<file path="src/rtl/array_pkg.sv">
// Shared definitions for the array loader and the downstream array-sum stage.
package array_pkg;

    localparam int N = 10;  // elements per operand array
    localparam int W = 8;   // element width

    typedef enum logic [1:0] {
        LOAD_A = 2'd0,
        LOAD_B = 2'd1,
        HOLD   = 2'd2
    } state_t;

endpackage

</file>
<file path="src/rtl/array_loader_if.sv">
// Element stream in, operand-array pair out.
interface array_loader_if #(
    parameter int N = array_pkg::N,
    parameter int W = array_pkg::W
);

    logic           in_valid;
    logic [W-1:0]   in_data;
    logic           in_ready;
    logic           abort;
    logic [N*W-1:0] num1;
    logic [N*W-1:0] num2;
    logic           out_valid;
    logic           out_ready;

    modport slave (
        input  in_valid, in_data, abort, out_ready,
        output in_ready, num1, num2, out_valid
    );

    modport master (
        output in_valid, in_data, abort, out_ready,
        input  in_ready, num1, num2, out_valid
    );

endinterface

</file>
<file path="src/rtl/array_loader.sv">
// Collects a 2*N element frame: first N elements into num1, next N into num2,
// first-received element in the most-significant slot. Holds the frame until
// the sum stage takes it.
module array_loader
    import array_pkg::*;
#(
    parameter int N = array_pkg::N,
    parameter int W = array_pkg::W
) (
    input  logic           clk,
    input  logic           res,
    array_loader_if.slave  bus
);

    localparam int            IW   = (N > 1) ? $clog2(N) : 1;
    localparam logic [IW-1:0] LAST = IW'(N - 1);

    state_t         state_q, state_d;
    logic [IW-1:0]  idx_q, idx_d;
    logic [W-1:0]   slot_a [N];
    logic [W-1:0]   slot_b [N];
    logic [N-1:0]   sel;
    logic           wr_a, wr_b;
    logic           in_ready, out_valid;

    // state and element index registers
    always_ff @(posedge clk) begin
        if (res) begin
            state_q <= LOAD_A;
            idx_q   <= '0;
        end else begin
            state_q <= state_d;
            idx_q   <= idx_d;
        end
    end

    // next state, handshake outputs and slot write strobes; abort wins over
    // a same-cycle element so that element is dropped
    always_comb begin
        state_d   = state_q;
        idx_d     = idx_q;
        in_ready  = 1'b0;
        out_valid = 1'b0;
        wr_a      = 1'b0;
        wr_b      = 1'b0;
        case (state_q)
            LOAD_A, LOAD_B: begin
                in_ready = 1'b1;
                if (bus.abort) begin
                    state_d = LOAD_A;
                    idx_d   = '0;
                end else if (bus.in_valid) begin
                    wr_a = (state_q == LOAD_A);
                    wr_b = (state_q == LOAD_B);
                    if (idx_q == LAST) begin
                        idx_d   = '0;
                        state_d = (state_q == LOAD_A) ? LOAD_B : HOLD;
                    end else begin
                        idx_d = idx_q + 1'b1;
                    end
                end
            end
            HOLD: begin
                out_valid = 1'b1;
                if (bus.out_ready) state_d = LOAD_A;
            end
            default: begin
                state_d = LOAD_A;
                idx_d   = '0;
            end
        endcase
    end

    // element k lands in slot N-1-k, so the first element ends up on top
    always_comb begin
        sel = '0;
        for (int i = 0; i < N; i++) sel[i] = (idx_q == IW'(N - 1 - i));
    end

    // slot registers; untouched slots keep the previous frame's data
    always_ff @(posedge clk) begin
        if (res) begin
            for (int i = 0; i < N; i++) begin
                slot_a[i] <= '0;
                slot_b[i] <= '0;
            end
        end else begin
            for (int i = 0; i < N; i++) begin
                if (wr_a && sel[i]) slot_a[i] <= bus.in_data;
                if (wr_b && sel[i]) slot_b[i] <= bus.in_data;
            end
        end
    end

    for (genvar g = 0; g < N; g++) begin : g_flat
        assign bus.num1[g*W +: W] = slot_a[g];
        assign bus.num2[g*W +: W] = slot_b[g];
    end

    assign bus.in_ready  = in_ready;
    assign bus.out_valid = out_valid;

endmodule

</file>
<file path="src/flat_wrapper.sv">
// flat-port wrapper written by rule: the top's interface ports become plain ports
module array_loader_flat import array_pkg::*;
#(
    parameter int N = array_pkg::N,
    parameter int W = array_pkg::W
)
  (clk, res, bus_in_valid, bus_in_data, bus_abort, bus_out_ready, bus_in_ready, bus_num1, bus_num2, bus_out_valid);
  array_loader_if #(.N(N), .W(W)) bus_i ();
  input  logic clk;
  input  logic res;
  input wire logic [$bits(bus_i.in_valid)-1:0] bus_in_valid;
  input wire logic [$bits(bus_i.in_data)-1:0] bus_in_data;
  input wire logic [$bits(bus_i.abort)-1:0] bus_abort;
  input wire logic [$bits(bus_i.out_ready)-1:0] bus_out_ready;
  output wire logic [$bits(bus_i.in_ready)-1:0] bus_in_ready;
  output wire logic [$bits(bus_i.num1)-1:0] bus_num1;
  output wire logic [$bits(bus_i.num2)-1:0] bus_num2;
  output wire logic [$bits(bus_i.out_valid)-1:0] bus_out_valid;
  assign bus_i.in_valid = bus_in_valid;
  assign bus_i.in_data = bus_in_data;
  assign bus_i.abort = bus_abort;
  assign bus_i.out_ready = bus_out_ready;
  assign bus_in_ready = bus_i.in_ready;
  assign bus_num1 = bus_i.num1;
  assign bus_num2 = bus_i.num2;
  assign bus_out_valid = bus_i.out_valid;
  array_loader #(.N(N), .W(W)) u_core (.clk(clk), .res(res), .bus(bus_i));
endmodule
</file>
<file path="config.mk">
export PLATFORM = sky130hd
export DESIGN_NAME = array_loader_flat
export DESIGN_NICKNAME = d
export VERILOG_FILES = /design/src/rtl/array_pkg.sv /design/src/rtl/array_loader_if.sv /design/src/rtl/array_loader.sv /design/src/flat_wrapper.sv
export SDC_FILE = /design/constraint.sdc
export NUM_CORES = 1
export LEC_CHECK = 0
export ABC_AREA = 0
export ABC_CLOCK_PERIOD_IN_PS = 3000
export CORE_MARGIN = 2
export CORE_UTILIZATION = 30
export CTS_CLUSTER_SIZE = 8
export DETAILED_ROUTE_END_ITERATION = 8
export GPL_TIMING_DRIVEN = 1
export HOLD_SLACK_MARGIN = 0.1
export PLACE_DENSITY_LB_ADDON = 0.05
export SKIP_CTS_REPAIR_TIMING = 1
export SYNTH_ARGS = -nofsm -noshare
export SYNTH_HDL_FRONTEND = slang
export SYNTH_SLANG_ARGS = --single-unit
</file>
<file path="constraint.sdc">
create_clock -name clk -period 3 [get_ports clk]
set_input_delay 0.45 -clock clk [delete_from_list [all_inputs] [get_ports clk]]
set_output_delay 0.45 -clock clk [all_outputs]
set_load 0.005 [all_outputs]
</file>
# After elaboration in Yosys (flattened, before gate mapping)
# Memory sizes are Yosys's and may differ from the RTL's.
# Cells that the tools add are included.
dict set report totals {
  in_bits 13
  n_memories 2
  register_bits 6
  out_inout_bits 162
  mem_bits_rw 160
}
dict set report op_classes {
  reduce_logical 25
  bitwise 21
  n_addsub 1
  eq_ne 14
  n_mux 100
}
# name depth word_bits rd rd_ports_with_merged_regs write_ports line
set memory_table {}
lappend memory_table {u_core.slot_a 10 8 10 0 10 array_loader.sv:20} ;# logic [W-1:0] slot_a [N];
lappend memory_table {u_core.slot_b 10 8 10 0 10 array_loader.sv:21} ;# logic [W-1:0] slot_b [N];
# cell n
set op_table {}
lappend op_table {{2-to-1 mux 8 bit} 20}
lappend op_table {{2-to-1 mux 1 bit} 70}
lappend op_table {{logical AND 1 bit} 20}
lappend op_table {{bitwise OR 1 bit} 20}
lappend op_table {{== test 4 x 3 -> 1 bit (second input constant)} 4}
lappend op_table {{2-to-1 mux 4 bit} 3}
lappend op_table {{2-to-1 mux 2 bit} 5}
lappend op_table {{== test 4 x 2 -> 1 bit (second input constant)} 2}
lappend op_table {{== test 4 bit (second input constant)} 2}
lappend op_table {{case mux 4 bit (2 select lines)} 1}
lappend op_table {{adder 4 x 1 -> 4 bit (second input constant)} 1}
lappend op_table {{== test 4 x 1 -> 1 bit (second input constant)} 1}
lappend op_table {{logical NOT 4 bit} 1}
lappend op_table {{case mux 2 bit (2 select lines)} 1}
lappend op_table {{inequality test 3 x 2 -> 1 bit (second input constant)} 1}
lappend op_table {{inequality test 3 bit (second input constant)} 1}
lappend op_table {{AND reduction 3 bit} 1}
lappend op_table {{== test 2 x 1 -> 1 bit (second input constant)} 1}
lappend op_table {{== test 2 bit (second input constant)} 1}
lappend op_table {{logical NOT 2 bit} 1}
lappend op_table {{inequality test 2 bit (second input constant)} 1}
lappend op_table {{AND reduction 2 bit} 1}
lappend op_table {{OR reduction 2 bit} 1}
lappend op_table {{inverter 1 bit} 1}

# Depth between registers and ports, before layout
# Gate-level depths: netlist (run 1).
dict set report logic_depth {
  depth_word 9
  mapped_depth 6
  ltp_nobuf 3
}

# Least setup slack after synthesis (run 1)
# OpenSTA, ideal clock, no wires.
dict set report synth_timing {
  kind {input -> register}
  from {in bus_abort}
  to {mem u_core.slot_b[0][0] (enable)}
  path_stages 4
  arrival_ns 1.193
  path_buffers 1
  t_required_ns 2.666
  setup_ns 0.334
  setup_slack_ns 1.472
  path_cell_list {and4bb_2 -> buf_2 -> nand2_1 -> nand2b_1}
}
# item line
set synth_rtl {}
lappend synth_rtl {{from (decl)} flat_wrapper.sv:13} ;# input wire logic [$bits(bus_i.abort)-1:0] bus_abort;
lappend synth_rtl {{to (decl)} array_loader.sv:21}

# Final worst setup path (run 1)
dict set report layout_timing {
  from {reg u_core.state_q[1]}
  to {out bus_out_valid}
}
dict set report layout_between {
  elab_chain_len 2
}
# item line
set layout_rtl {}
lappend layout_rtl {{from (decl)} array_loader.sv:18} ;# state_t state_q, state_d;
lappend layout_rtl {{from (signal assigned)} array_loader.sv:32} ;# state_q <= state_d;
lappend layout_rtl {{== test 2 bit} array_loader.sv:46} ;# case (state_q)
lappend layout_rtl {{2-to-1 mux 1 bit} array_loader.sv:46}
lappend layout_rtl {{to (decl)} flat_wrapper.sv:18} ;# output wire logic [$bits(bus_i.out_valid)-1:0] bus_out_valid;
# No other way between the ends.

==> results of run 1 <==
-- sequential cells by signal, summed over array words and instances, names as in the netlist --
register and flops:
u_core.slot_a 80, u_core.slot_b 80, u_core.idx_q 4, u_core.state_q 2
-- cell type report --
cell class / instances / area [µm²] / share of cell area [%]
sequential: 166 / 4920 / 54.4
timing repair buffer: 178 / 1770 / 19.6
multi-input combinational: 255 / 1410 / 15.5
clock buffer: 18 / 429 / 4.74
tap: 275 / 344 / 3.80
clock inverter: 14 / 174 / 1.92
inverter: 2 / 7.51 / 0.0829
-- worst register-to-register path: cells and delay by family (launching register included) --
kind	cells	cell delay, ps
flip-flops	1	650
AND/OR/NAND/NOR	3	1090
-- final timing paths --
check                                      endpoint
setup / recovery                      bus_out_valid
hold / removal       u_core.state_q[1]$_SDFFE_PP0P_
hold reg to reg      u_core.state_q[0]$_SDFFE_PP0P_
setup reg to reg  u_core.slot_b[0][3]$_SDFFCE_PN0P_
-- routing by layer --
| layer | vias up | global-route usage (%) | routed length, µm |
|---|---|---|---|
| met4 | 0 | 3.79 | 80 |
| li1 | 1927 | - | - |
| met5 | - | 0 | 0 |
| met3 | 5 | 4.31 | 872 |
| met2 | 135 | 25.7 | 8560 |
| met1 | 2047 | 21.1 | 7930 |
-- kinds of logic (layout without fill, tap and decap cells) --
group	Yosys count	after routing	share of synthesized area, %
AND/OR/NAND/NOR	225	225	18.1
XOR/XNOR	2	2	0.270
flip-flops	166	166	75.9
buffers and inverters	26	212	2.56
AO/OA/AOI/OAI	28	28	3.20
-- power groups by stage --
stage	combinational, mW	sequential (mW)	clock (mW)
after floorplan	0.0882	2.69	0
after global placement	0.312	2.70	0
after detailed placement	0.311	2.70	0
after CTS	0.313	2.65	2.28
after global routing	0.330	2.66	2.37
final	0.306	2.65	2.24
-- cell usage after synthesis, types with 2 or more instances --
cell	count
nor2_1	163
edfxtp_1	160
a21o_1	19
buf_2	15
nand3_4	10
nand2_1	9
dfxtp_1	6
nand2b_1	6
nand3_2	6
nor3_1	5
nor2_2	4
buf_4	3
buf_6	3
or3_1	3
a21oi_1	2
and2b_1	2
clkbuf_1	2
inv_1	2
nand3_1	2
nor2b_1	2
nor4b_1	2
xor2_1	2
-- stage by stage --
stage          total power [mW]  setup WS [ps]  hold WS, ps  cells  utilization, %
6_report                   5.19            645          702    908            42.8
5_1_grt                    5.36            544          702    908            42.8
4_1_cts                    5.24            638          701    908            42.8
3_5_place_dp               3.01            616          686    876            40.0
3_3_place_gp               3.01            648          686    876            40.0
2_1_floorplan              2.78           1470          598    447               -
==> impl_metrics.yaml, run 1 <==
status:
  outcome: "completed"
cells_and_area:
  nFillCells: 1976
  nNetsFinal: 633
  syn_to_final_growth_pct: 39.5
  final_common_cell: "clkdlybuf4s50_1"
  n_antenna_cell: 0
  layout-drive-gt1-share_pct: 9.79
  layout_common_cells: "clkdlybuf4s50_1 (174), nor2_1 (163), edfxtp_1 (160)"
  final_area_um2: 9060
synthesis:
  synth-edff-count: 160
  synth_cells: 447
  synth.area.top_cells: "edfxtp_1 (74%), nor2_1 (9.4%), nand3_4 (2.7%)"
  netlist-cell-type-count: 41
  synth_top_area_cell: "edfxtp_1"
  synth_top_cell_area_share_pct: 74.0
  ys_ff_latch: 166
  mappedNetlistArea_um2: 6490
  ys.flop_type: "edfxtp_1"
  ys_async_sr_fraction_pct: 0
  yosysWarnings: 0
  synth_area_per_cell_um2: 14.5
  synth_nets: 460
  ys_seq_area_share_pct: 75.9
worst_setup_path:
  max_stage_delay_ps: 630
  cp-startpoint: "u_core.state_q[1]$_SDFFE_PP0P_"
  path_delay_family: "flip-flops"
  cp_slowest_cell: "dfxtp_1"
  end_kind: "output pin"
  worst-path-stages: 2
  crit_buf_inv: 1
  reg2regPathDepth: 3
  crit_fanout: 10
  worst_ep_required_time_ps: 2550
  worstSetupStartpointType: "flip-flop"
  r2r_setup_slack_ps: 920
  path_cells: "nor2b_4 -> clkdlybuf4s50_1"
  r2r-start: "u_core.idx_q[0]$_SDFFE_PP0P_"
  critical_path_class: "reg2out"
  cp.arrival_ps: 1910
sta:
  hold_viol: 0
  rsz0062_at_grt: "no"
  final_max_slew_viol_count: 0
  fmax_mhz: 425
  setup_violations: 0
  relSlewSlack_pct: 46.1
  clock_skew_ps: 19.5
  fin_tns_setup_ps: 0
  max_slew.worst_pin.slew_ps: 806
  finalCritPeriodShare_pct: 78.5
  layout_min_cycle_time_ps: 2360
detailed_routing:
  drtPass1Iterations: 4
  via_per_inst: 4.53
  drt_iter0_drc: 241
  num_vias: 4114
  drc: 0
  wl_um: 17500
  routedWlPerCell_um: 19.2
  ant_nets: 0
pwr:
  clkPwrFrac_pct: 43.1
  power_leakage_nw: 3.07
  power_frac_comb_pct: 5.9
  p_sw_share_pct: 21.1
  ir_drop_mv: 0.345
  power_switching_mw: 1.10
  p_per_area_nw_per_um2: 574
  internal_power_mw: 4.10
  power_frac_seq_pct: 51.0
cts:
  cts_htree_levels: 4
  clkLatencyLatePin_ps: 430
  numCtsBuffers: 17
  tritoncts: "built"
  clock-root-buffer: "clkbuf_16"
  clock_sinks: 166
  clk_pin_slew_ps: 70
  max-clock-path-buffers: 2
global_route:
  grt_use_total_pct: 15.8
  grt_first_pass_wirelength_um: 25800
  grt_pass1_vias: 4212
  grt.overflow.total: 0
  grt_max_degree: 26
  grt_antenna_before_repair: 0
placement:
  hpwlAfterDp_um: 12400
  dpl-instance-area_um2: 8450
  placement.io_buffers: 174
  place.gp.congestion: 0.702
floorplan:
  die_area_um2: 22800
  fp.dieW_um: 151
  initial_utilization_pct: 30.7
  io_pins: 175
  core_area_um2: 21200
  fp-row-count: 53
  chipHeight_um: 151
min_path:
  min_path_type: "in2reg"
  holdCritStartpoint: "bus_out_ready"
  min_path_cells: 3
run:
  drv_cap: 0
Note: power is estimated with default switching activity, not from simulation.
==> run 2: changes to the inputs <==
--- a/config.mk
+++ b/config.mk
@@ -6,7 +6,7 @@
 export NUM_CORES = 1
 export LEC_CHECK = 0
 export ABC_AREA = 0
-export ABC_CLOCK_PERIOD_IN_PS = 3000
+export ABC_CLOCK_PERIOD_IN_PS = 1900
 export CORE_MARGIN = 2
 export CORE_UTILIZATION = 30
 export CTS_CLUSTER_SIZE = 8
==> constraint.sdc (replaced) <==
create_clock -name clk -period 1.9 [get_ports clk]
set_input_delay 0.285 -clock clk [delete_from_list [all_inputs] [get_ports clk]]
set_output_delay 0.285 -clock clk [all_outputs]
set_load 0.005 [all_outputs]
==> run 2 against run 1 <==
- clock skew is 10 ps lower
- worst hold slack got worse by 170 ps
- highest routed layer unchanged
- core utilization rose by 2.8 points
- critical path type unchanged
- largest power group unchanged
- worst setup slack got worse by 560 ps
- first-iteration DRC count increased by 11%
- clock power increased by 46%
- power rose by 54%
==> impl_metrics.yaml, run 2 (synthesis results as in run 1) <==
floorplan:
  fp-row-count: 53
  core_area_um2: 21200
  io_pins: 175
  initial_utilization_pct: 30.7
  chipHeight_um: 151
  die_area_um2: 22800
  fp.dieW_um: 151
worst_setup_path:
  worstSetupStartpointType: "flip-flop"
  crit_fanout: 9
  worst_ep_required_time_ps: 1620
  end_kind: "output pin"
  cp-startpoint: "u_core.state_q[1]$_SDFFE_PP0P_"
  cp.arrival_ps: 1530
  r2r-start: "u_core.idx_q[0]$_SDFFE_PP0P_"
  critical_path_class: "reg2out"
cells_and_area:
  layout-drive-gt1-share_pct: 16.1
  reg_top3: "u_core.slot_a (80), u_core.slot_b (80), u_core.idx_q (4)"
  utilization_pct: 45.6
  layout_common_cells: "clkdlybuf4s50_1 (174), nor2_1 (163), edfxtp_1 (160)"
  syn_to_final_growth_pct: 48.6
  n_antenna_cell: 0
  nNetsFinal: 679
  final_common_cell: "clkdlybuf4s50_1"
  instances_no_fill: 954
  final_area_um2: 9650
placement:
  pre_cts_slack_ps: -43.3
  placedCellCount: 920
  dpl-instance-area_um2: 9070
  hpwlAfterDp_um: 12600
  placement.io_buffers: 174
  place.gp.congestion: 0.746
detailed_routing:
  drt_iter0_drc: 268
  routedWlPerCell_um: 19.1
  drtPass1Iterations: 4
  num_vias: 4293
  via_per_inst: 4.50
  drc: 0
  ant_nets: 0
  wl_um: 18200
sta:
  layout_min_cycle_time_ps: 1820
  relSlewSlack_pct: 61.8
  fmax_mhz: 550
  max_slew.worst_pin.slew_ps: 571
  worst_slack_ps: 82.3
  setup_violations: 0
  fin_tns_setup_ps: 0
  clock_skew_ps: 9.14
  rsz0062_at_grt: "no"
  finalCritPeriodShare_pct: 95.7
  hold_slack_ps: 537
  hold_viol: 0
  final_max_slew_viol_count: 0
pwr:
  p_per_area_nw_per_um2: 831
  power_leakage_nw: 3.38
  fin_total_pwr_mw: 8.02
  ir_drop_mv: 0.584
global_route:
  grt_max_degree: 26
  grt_first_pass_wirelength_um: 26400
  grt.overflow.total: 0
  grt_pass1_vias: 4355
  grt_use_total_pct: 16.2
  grt_antenna_before_repair: 0
cts:
  numCtsBuffers: 17
  clkLatencyLatePin_ps: 420
  tritoncts: "built"
  clock_sinks: 166
  max-clock-path-buffers: 2
  cts_htree_levels: 4
  clock-root-buffer: "clkbuf_16"
  clk_pin_slew_ps: 70
status:
  outcome: "completed"
min_path:
  min_path_type: "in2reg"
  holdCritStartpoint: "bus_out_ready"
run:
  drv_cap: 0
[run 2: power breakdown]
group          internal (mW)  switching [mW]
sequential              4.12          0.0509
combinational          0.341           0.241
clock                   1.81            1.45
total                   6.28            1.74
[run 2: final timing paths]
kind	to	slack, ps	cells past startpoint
min	u_core.state_q[1]$_SDFFE_PP0P_	540	3
min reg2reg	u_core.state_q[0]$_SDFFE_PP0P_	580	2
max	bus_out_valid	80	2
max reg2reg	u_core.slot_a[0][63]$_SDFFCE_PN0P_	130	5
[run 2: area by class of cell]
type,instances,area [µm²]
Clock buffer,18,429
Multi-Input combinational cell,255,1410
Inverter,2,7.51
Sequential cell,166,4930
Tap cell,275,344
Timing Repair Buffer,224,2400
Clock inverter,14,126
Fill cell,1894,11500
[run 2: worst max-delay path, stage by stage (launching register included)]
cell and delay, ps:
dfxtp_4 400, nor2b_4 190, clkdlybuf4s50_1 520
[run 2: routing by layer]
layer / share of wire [%] / track usage, %
met2: 51 / 27.7
met1: 42 / 20.6
met3: 5.3 / 3.64
met5: 0 / 0
met4: 0.96 / 4.39
==> run 3: changes to the inputs <==
--- a/config.mk
+++ b/config.mk
@@ -6,7 +6,7 @@
 export NUM_CORES = 1
 export LEC_CHECK = 0
 export ABC_AREA = 0
-export ABC_CLOCK_PERIOD_IN_PS = 1900
+export ABC_CLOCK_PERIOD_IN_PS = 2300
 export CORE_MARGIN = 2
 export CORE_UTILIZATION = 30
 export CTS_CLUSTER_SIZE = 8
==> constraint.sdc (replaced) <==
create_clock -name clk -period 2.3 [get_ports clk]
set_input_delay 0.345 -clock clk [delete_from_list [all_inputs] [get_ports clk]]
set_output_delay 0.345 -clock clk [all_outputs]
set_load 0.005 [all_outputs]
==> run 3 against run 2 <==
- clock power fell by 8.9%
- clock-buffer cell count decreased by 1
- critical path depth stayed put
- largest power group unchanged
- register-to-register slack improved by 280 ps
- sequential share of layout area is 2.4 points higher
- non-clock buffer count down 34
- via count is 2.7% lower
- flip-flop and latch count unchanged
- first-iteration DRC count shrank 36%
- largest cell class unchanged
- global-route usage grew 0.43 points
- critical endpoint unchanged
- clock skew rose by 15 ps
==> impl_metrics.yaml, run 3 (synthesis results as in run 1) <==
status:
  outcome: "completed"
worst_setup_path:
  cp-startpoint: "u_core.state_q[1]$_SDFFE_PP0P_"
  cp.arrival_ps: 1750
  crit_fanout: 10
  end_kind: "output pin"
  r2r_setup_slack_ps: 410
  reg2regPathDepth: 4
  worstSetupStartpointType: "flip-flop"
  r2r-start: "u_core.idx_q[1]$_SDFFE_PP0P_"
  rr_endpoint: "u_core.slot_b[0][48]$_SDFFCE_PN0P_"
  critical_path_class: "reg2out"
  worst_ep_required_time_ps: 1960
detailed_routing:
  wl_um: 18200
  met3_length_um: 694
  drt_iter0_drc: 172
  ant_nets: 0
  wl_met2_um: 9280
  via_per_inst: 4.55
  drtPass1Iterations: 4
  num_vias: 4176
  routed.top_layer: "met4"
  drc: 0
  routedWlPerCell_um: 19.9
  met1Wirelength_um: 8140
cells_and_area:
  n_antenna_cell: 0
  layout_common_cells: "clkdlybuf4s50_1 (174), nor2_1 (163), edfxtp_1 (160)"
  nNetsFinal: 645
  utilization_pct: 43.6
  syn_to_final_growth_pct: 42.0
  nFillCells: 1955
  layout-drive-gt1-share_pct: 11.4
  final_common_cell: "clkdlybuf4s50_1"
  reg_top3: "u_core.slot_a (80), u_core.slot_b (80), u_core.idx_q (4)"
global_route:
  grt_antenna_before_repair: 0
  grt_pass1_vias: 4317
  grt_first_pass_wirelength_um: 27100
  grt_use_total_pct: 16.6
  grt_max_degree: 26
  grt.overflow.total: 0
floorplan:
  fp-row-count: 53
  fp.dieW_um: 151
  core_area_um2: 21200
  io_pins: 175
  chipHeight_um: 151
  initial_utilization_pct: 30.7
  die_area_um2: 22800
cts:
  numCtsBuffers: 17
  tritoncts: "built"
  clkLatencyLatePin_ps: 440
  clk_pin_slew_ps: 60
  max-clock-path-buffers: 2
  clock_sinks: 166
  clock-root-buffer: "clkbuf_16"
  cts_htree_levels: 4
sta:
  layout_min_cycle_time_ps: 2100
  max_slew.worst_pin.slew_ps: 663
  fin_tns_setup_ps: 0
  final_max_slew_viol_count: 0
  hold_viol: 0
  clock_skew_ps: 24.3
  fmax_mhz: 477
  setup_violations: 0
  finalCritPeriodShare_pct: 91.2
  rsz0062_at_grt: "no"
  relSlewSlack_pct: 55.6
min_path:
  hold_end: "u_core.state_q[1]$_SDFFE_PP0P_"
  min_path_type: "in2reg"
  min_path_cells: 3
  holdCritStartpoint: "bus_out_ready"
placement:
  placement.io_buffers: 174
  place.gp.congestion: 0.719
  hpwlAfterDp_um: 12900
pwr:
  fin_total_pwr_mw: 6.85
  p_per_area_nw_per_um2: 743
  ir_drop_mv: 0.425
  power_leakage_nw: 3.15
run:
  drv_cap: 0
==> run 3: cell count changes in the layout (fill, tap and decap cells not counted), moves of 3 or more <==
| cell | change |
|---|---|
| bufinv_16 | +3 |
| buf_4 | -16 |
| buf_12 | -18 |
| inv_6 | -3 |
==> run 3: worst max-delay path: stages, from the launching register on <==
cell	delay (ps)
dfxtp_2	490
nor2b_4	290
clkdlybuf4s50_1	540
==> run 3: power breakdown <==
part	internal [mW]	switching, mW
Sequential	3.41	0.0480
Combinational	0.227	0.188
Clock	1.80	1.17
Total	5.44	1.41
==> run 3: worst max-delay path by stage <==
stage	end	slack, ps	cells past startpoint
2_1_floorplan	u_core.slot_a[0][0]$_SDFFCE_PN0P_	790	3
3_3_place_gp	u_core.slot_b[0][44]$_SDFFCE_PN0P_	150	4
3_5_place_dp	u_core.slot_b[0][26]$_SDFFCE_PN0P_	120	4
4_1_cts	bus_out_valid	10	2
5_1_grt	bus_out_valid	150	2
6_report	bus_out_valid	200	2
==> run 3: area by class of cell <==
type	count	area, µm²	share of cell area (%)
Inverter	2	7.51	0.0815
Clock buffer	17	425	4.62
Sequential cell	166	4930	53.5
Timing Repair Buffer	190	1920	20.9
Clock inverter	13	183	1.98
Multi-Input combinational cell	255	1410	15.2
Tap cell	275	344	3.73
==> run 3: layer usage <==
metal  vias up  GRT usage [%]
li1       1949              -
met1      2099           21.7
met2       118           27.6
met3        10           3.98
met4         0           4.63
met5         -              0
==> run 3: metrics by stage <==
stage / instances / area (µm²) / hold WS [ps] / setup WS (ps)
final: 918 / 9220 / 588 / 203
after global routing: 918 / 9220 / 614 / 149
after CTS: 918 / 9210 / 589 / 13.2
after detailed placement: 888 / 8610 / 691 / 119
after global placement: 888 / 8610 / 695 / 149
after floorplan: 447 / 6490 / 527 / 786
